[config.mk]
export PLATFORM = sky130hd
export DESIGN_NAME = button_debouncer
export DESIGN_NICKNAME = d
export VERILOG_FILES = /design/src/rtl/button_debouncer.sv
export SDC_FILE = /design/constraint.sdc
export NUM_CORES = 1
export LEC_CHECK = 0
export CAP_MARGIN = 20
export CORE_MARGIN = 8
export CORE_UTILIZATION = 40
export DETAILED_ROUTE_END_ITERATION = 8
export PLACE_DENSITY = 0.62
export SLEW_MARGIN = 10
export SYNTH_ARGS = -nofsm -noshare
export SYNTH_HDL_FRONTEND = slang
export SYNTH_SLANG_ARGS = --single-unit
[constraint.sdc]
create_clock -name clk_i -period 2.4 [get_ports clk_i]
set_input_delay 0.48 -clock clk_i [delete_from_list [all_inputs] [get_ports clk_i]]
set_output_delay 0.48 -clock clk_i [all_outputs]
set_load 0.005 [all_outputs]
[src/rtl/button_debouncer.sv]
`default_nettype none
// ============================================================================
// Module      : button_debouncer
// Description : Debounces one raw push-button pin. The pin passes through a
//               two-flop synchroniser. A four-state FSM accepts a new level
//               only after STABLE_TICKS consecutive agreeing samples, taken on
//               clocks where en_i is high. The result is a registered,
//               glitch-free level that a downstream rising-edge detector can
//               turn into a one-clock press pulse.
// Ports       : clk_i  - system clock, all flops on posedge
//               rst_ni - asynchronous active-low reset (0 = reset)
//               en_i   - sample strobe, 1-clk pulse from the clock divider
//               btn_i  - raw asynchronous bouncy pin (1 = pressed)
//               db_o   - debounced level, registered
// Parameters  : STABLE_TICKS - consecutive en samples needed to accept a level
//               CNT_W        - sample counter width
//                              (2 <= STABLE_TICKS <= 2**CNT_W-1)
// Revision    : 1.0 - initial release
// ============================================================================
module button_debouncer #(
    parameter int unsigned STABLE_TICKS = 20,
    parameter int unsigned CNT_W        = 8
) (
    input  logic clk_i,
    input  logic rst_ni,
    input  logic en_i,
    input  logic btn_i,
    output logic db_o
);

    typedef enum logic [1:0] {
        LOW      = 2'd0,
        RISE_CHK = 2'd1,
        HIGH     = 2'd2,
        FALL_CHK = 2'd3
    } state_t;

    localparam logic [CNT_W-1:0] CNT_ZERO = '0;
    localparam logic [CNT_W-1:0] CNT_ONE  = CNT_W'(1);
    localparam logic [CNT_W-1:0] CNT_LAST = CNT_W'(STABLE_TICKS - 1);

    logic             s0_q;
    logic             s1_q;
    state_t           state_q;
    state_t           state_d;
    logic [CNT_W-1:0] cnt_q;
    logic [CNT_W-1:0] cnt_d;
    logic             db_q;
    logic             db_d;

    // Two-flop synchroniser, free running: it is not gated by en_i so the
    // synchronised level is always fresh when a strobe arrives.
    always_ff @(posedge clk_i or negedge rst_ni) begin
        if (!rst_ni) begin
            s0_q <= 1'b0;
            s1_q <= 1'b0;
        end else begin
            s0_q <= btn_i;
            s1_q <= s0_q;
        end
    end

    always_ff @(posedge clk_i or negedge rst_ni) begin
        if (!rst_ni) begin
            state_q <= LOW;
            cnt_q   <= CNT_ZERO;
            db_q    <= 1'b0;
        end else begin
            state_q <= state_d;
            cnt_q   <= cnt_d;
            db_q    <= db_d;
        end
    end

    // cnt holds the number of consecutive samples already seen at the
    // candidate level, so the sample that finds cnt == STABLE_TICKS-1 is the
    // STABLE_TICKS-th one and commits the new level. Any disagreeing sample
    // drops back to the committed state with the count cleared.
    always_comb begin
        state_d = state_q;
        cnt_d   = cnt_q;
        db_d    = db_q;
        case (state_q)
            LOW: begin
                if (en_i && s1_q) begin
                    state_d = RISE_CHK;
                    cnt_d   = CNT_ONE;
                end
            end
            RISE_CHK: begin
                if (en_i) begin
                    if (!s1_q) begin
                        state_d = LOW;
                        cnt_d   = CNT_ZERO;
                    end else if (cnt_q == CNT_LAST) begin
                        state_d = HIGH;
                        cnt_d   = CNT_ZERO;
                        db_d    = 1'b1;
                    end else begin
                        cnt_d   = cnt_q + CNT_ONE;
                    end
                end
            end
            HIGH: begin
                if (en_i && !s1_q) begin
                    state_d = FALL_CHK;
                    cnt_d   = CNT_ONE;
                end
            end
            FALL_CHK: begin
                if (en_i) begin
                    if (s1_q) begin
                        state_d = HIGH;
                        cnt_d   = CNT_ZERO;
                    end else if (cnt_q == CNT_LAST) begin
                        state_d = LOW;
                        cnt_d   = CNT_ZERO;
                        db_d    = 1'b0;
                    end else begin
                        cnt_d   = cnt_q + CNT_ONE;
                    end
                end
            end
            // Recovery from a corrupted state register does not wait for a
            // strobe.
            default: begin
                state_d = LOW;
                cnt_d   = CNT_ZERO;
                db_d    = 1'b0;
            end
        endcase
    end

    assign db_o = db_q;

endmodule
`default_nettype wire

Yosys cells after proc, flatten, opt, wreduce, memory -nomap -nowiden --
Index checks and enable logic that the tools add are counted.
Word-level totals: register bits 13, bits in latches 0, bits in writable memories 0, bits in read-only memories 0, input bits 4, output and inout port bits 1, logic and storage cells 52, memories 0
Operators by class: add/sub/neg operators 1, $mul 0, divide/modulo/power cells 0, $lt $le $gt $ge 0, equal/unequal tests 14, shift operators 0, mux-type cells 24, bitwise operators 0, reduce and logical (&&, ||, !) cells 8
Operators with widths (count):
- $mux 8 | 7
- $pmux 8 s4 | 1
- $mux 2 | 8
- $ne 2x2->1 const B | 8
- $add 8x1->8 const B | 1
- $eq 8x5->1 const B | 1
- $pmux 2 s4 | 1
- $reduce_and 7->1 | 1
- $mux 1 | 6
- $ne 3x3->1 const B | 2
- $reduce_and 6->1 | 1
- $eq 2x2->1 const B | 2
- $reduce_and 4->1 | 1
- $eq 2x1->1 const B | 1
- $logic_and 1x1->1 | 2
- $logic_not 2->1 | 1
- $pmux 1 s2 | 1
- $reduce_bool 2->1 | 1
- $logic_not 1->1 | 1

Longest topological paths before layout --
depth after elaboration 5, mapped depth 5, depth with buffers taken out 5

Least setup slack after synthesis --
No wires, ideal clock.
path type register -> register, start register cnt_q[5], end register cnt_q[2], setup time 0.125 ns, arrival time 1.174 ns, data required time 2.275 ns, setup slack 1.101 ns, cell stages (with the launch flop) 5, path buffers 0, period minus slack after synthesis 1.299 ns, cell sequence dfrtp_1 nor4b_4 nand3_1 a31oi_4 nor2_1
On the way: longest elaborated chain between the ends 5
RTL lines:
- start: declaration | line 46 | logic [CNT_W-1:0] cnt_q;
- start signal: assignment | line 70 | cnt_q <= cnt_d;
- $eq 8x5->1 (*) | line 95, 115
- $mux 8 (*) | line 95, 115
- $mux 8 (on tied branches) | line 112, 92
- $mux 8 (on tied branches) | line 111, 91
- $pmux 8 s4 (*) | line 83 | case (state_q)
Mark *: on every way between the ends. The rest lies on a longest branch, timed or not. The select of a mux whose other input is x is not followed. A chain may end at the register's enable or synchronous reset.

Worst setup path in the final report --
start register db_q, in the netlist db_o, end output port db_o
RTL lines:
- start: declaration | line 48 | logic db_q;
- start signal: assignment | line 67 | db_q <= 1'b0;
- start signal: assignment | line 71 | db_q <= db_d;
- end: declaration | line 28 | output logic db_o
No word-level cell between the ends.

==> impl_metrics.json <==
{
  "status": "complete, no violations",
  "synth.area.mux_share_pct": 0,
  "fin_crit_sh_pct": 67.9,
  "slew_viol_final": 0,
  "max-slew-margin-rel_pct": 62.6,
  "synth_top_family_by_area": "simple AND/OR/NAND/NOR gates",
  "grt_usage_pct": 7.91,
  "dp.cells": 77,
  "total_power_w": 0.000427,
  "crit_path_start_kind": "register",
  "clock_latency_ps": 270,
  "yosys_warnings": 0,
  "worst_slack_ps": 771,
  "synth_seq_cells": 13,
  "place_congestion": 0.815,
  "avgSynthCellArea_um2": 11.4,
  "die_h_um": 56.7,
  "synth_area_leaders": "dfrtp_1 49%, xor2_1 9.3%, nor2_1 4.0%",
  "fin_nets": 71,
  "cts_tree": "built",
  "dr.pass1.iters": 2,
  "fill_cells": 146,
  "rows": 14,
  "drv_cap": 0,
  "routed_via_density": 5.59,
  "wl_mm": 1.15,
  "fin_cells": 81,
  "die_area_mm2": 0.00321,
  "syn_area_um2": 662,
  "cp.arrival_ps": 1150,
  "final_layout_size_suffix_gt1_share_pct": 16.9,
  "synth_xor_area_share_pct": 9.26,
  "grt_pass1_wl_mm": 2.03,
  "coreArea_mm2": 0.00152,
  "cts_resized": 0,
  "fin_crit_ps": 1630,
  "hold_viol_final": 0,
  "power_density_mw_per_mm2": 575,
  "drc": 0,
  "fin_setup_tns_ps": 0,
  "die_w_um": 56.7,
  "top_layer": "met3",
  "vdd.ir_drop.worst_v": 0.000248,
  "initial_core_util_pct": 43.4,
  "crit_chain": "clkdlybuf4s50_1",
  "crit_buf_inv": 1,
  "cts-root-buf": "clkbuf_4",
  "drt_iter0_drc": 4,
  "post_cts_buffers": 0,
  "n_antenna_cell": 0,
  "synthAdderAreaFrac_pct": 1.89,
  "critical-path-top-delay-family": "buffers and inverters",
  "yosys.area.top_type_share_pct": 49.1,
  "crit_path_max_fanout": 3,
  "hold_path_class": "reg -> reg",
  "ant_nets": 0,
  "wire_per_inst_um": 14.2,
  "postCtsHoldBufs": 0,
  "yosysTopAreaCell": "dfrtp_1",
  "vias": 453,
  "rsz0062_at_grt": "no",
  "setup_viol": 0,
  "dr_wl_met2_um": 553,
  "cts_buffers": 3,
  "dp_hpwl_um": 856,
  "portBuffers": 4,
  "synth_simple_gate_area_share_pct": 19.3,
  "area_growth_pct": 12.3,
  "fin_skew_ps": 2.24,
  "cts.sinks": 13,
  "wl_met3_um": 21,
  "ios": 5,
  "htreeDepth": 1,
  "synthCells": 58,
  "end_kind": "output pin",
  "synth-compound-area-share_pct": 18.0,
  "clk_pin_slew_ps": 70,
  "clk_path_buf_depth": 2,
  "crit_slowest_cell": "clkdlybuf4s50_1",
  "syn_nets": 63,
  "slowest_delay_ps": 510,
  "grt_pass1_vias": 449,
  "ys_seq_area_share_pct": 49.1,
  "worstPathRequired_ps": 1920,
  "max_freq_ghz": 0.614,
  "grt_max_degree": 14,
  "wl_met1_um": 578,
  "hold_ws_ps": 358,
  "grt-ovfl-total": 0,
  "worst_pin_slew_ps": 559,
  "crit_type": "reg -> out",
  "antenna_found_initial": 0,
  "yosysUniqueCellTypes": 25,
  "place_ws_ps": 536,
  "leakagePower_nw": 0.321
}
[cell families (layout without fill, tap and decap cells)]
kind of cell | Yosys count | count (layout)
AO/OA/AOI/OAI | 15 | 15
XOR/XNOR | 7 | 7
adder cells (fa/ha/maj) | 1 | 1
buffers and inverters | 3 | 10
flip-flops | 13 | 13
AND/OR/NAND/NOR | 19 | 19
[routing by layer]
metal  vias up  GRT usage [%]
met5         -              0
met4         0           5.15
met3         0           2.02
met2         3           11.0
met1       221           10.4
li1        229              -
[layout by cell type (no fill, tap or decap)]
cell	instances
clkbuf_4	3
nor4b_4	1
a2bb2oi_1	1
nor2_2	1
nand3_1	1
nor2b_1	1
and4_2	1
a21oi_1	2
a31o_2	1
o21ai_0	4
and3_2	1
nand4_1	2
o2111ai_1	1
o211ai_1	3
inv_1	1
a32o_1	1
nor2_1	7
ha_1	1
and4_1	2
a21o_2	1
buf_4	1
dfrtp_1	13
and2_1	2
clkbuf_1	1
a31oi_4	1
clkdlybuf4s50_1	4
xor2_1	7
[report_power, final]
group          internal (W)   total, W  switching [W]
clock             0.0000643   0.000131      0.0000663
sequential         0.000232   0.000248      0.0000163
combinational     0.0000218  0.0000484      0.0000266
total              0.000318   0.000427       0.000109
[registers in the layout, indices dropped and copies added, names as in the netlist, named ones only]
name	cells
db_o	1
s0_q	1
state_q	1
s1_q	1
cnt_q	8
[worst paths after layout]
kind / slack [ps] / cells past startpoint / start / to
hold reg to reg: 360 / 0 / s0_q / s1_q
setup reg to reg: 930 / 4 / cnt_q[5] / cnt_q[3]
hold / removal: 360 / 0 / s0_q / s1_q
setup / recovery: 770 / 1 / db_o / db_o
min in group asynchronous: 570 / 1 / rst_ni / cnt_q[6]
max in group asynchronous: 1460 / 1 / rst_ni / cnt_q[0]
[final cells by class]
| cell class | instances | area (µm²) | share of cell area [%] |
|---|---|---|---|
| clock buffers | 4 | 26.3 | 3.54 |
| flip-flops and latches | 13 | 325 | 43.8 |
| well taps | 16 | 20.0 | 2.69 |
| multi-input cells | 42 | 320 | 43.1 |
| inverters | 1 | 3.75 | 0.505 |
| repair buffers | 5 | 47.5 | 6.40 |
[cell usage after synthesis, drive strengths merged]
| cell type | count |
|---|---|
| a31oi | 1 |
| nor4b | 1 |
| dfrtp | 13 |
| nand4 | 2 |
| o2111ai | 1 |
| and2 | 2 |
| o211ai | 3 |
| ha | 1 |
| nand3 | 1 |
| xor2 | 7 |
| a21o | 1 |
| and4 | 3 |
| buf | 2 |
| a2bb2oi | 1 |
| a31o | 1 |
| nor2 | 8 |
| inv | 1 |
| and3 | 1 |
| a21oi | 2 |
| a32o | 1 |
| o21ai | 4 |
| nor2b | 1 |
[through the flow]
stage | utilization [%] | area (µm²)
global route | 48.8 | 743
global placement | 47.0 | 717
finish | 48.8 | 743
CTS | 48.8 | 743
detailed placement | 47.0 | 717
floorplan | - | 662
Power figures use the tool's default switching activity.
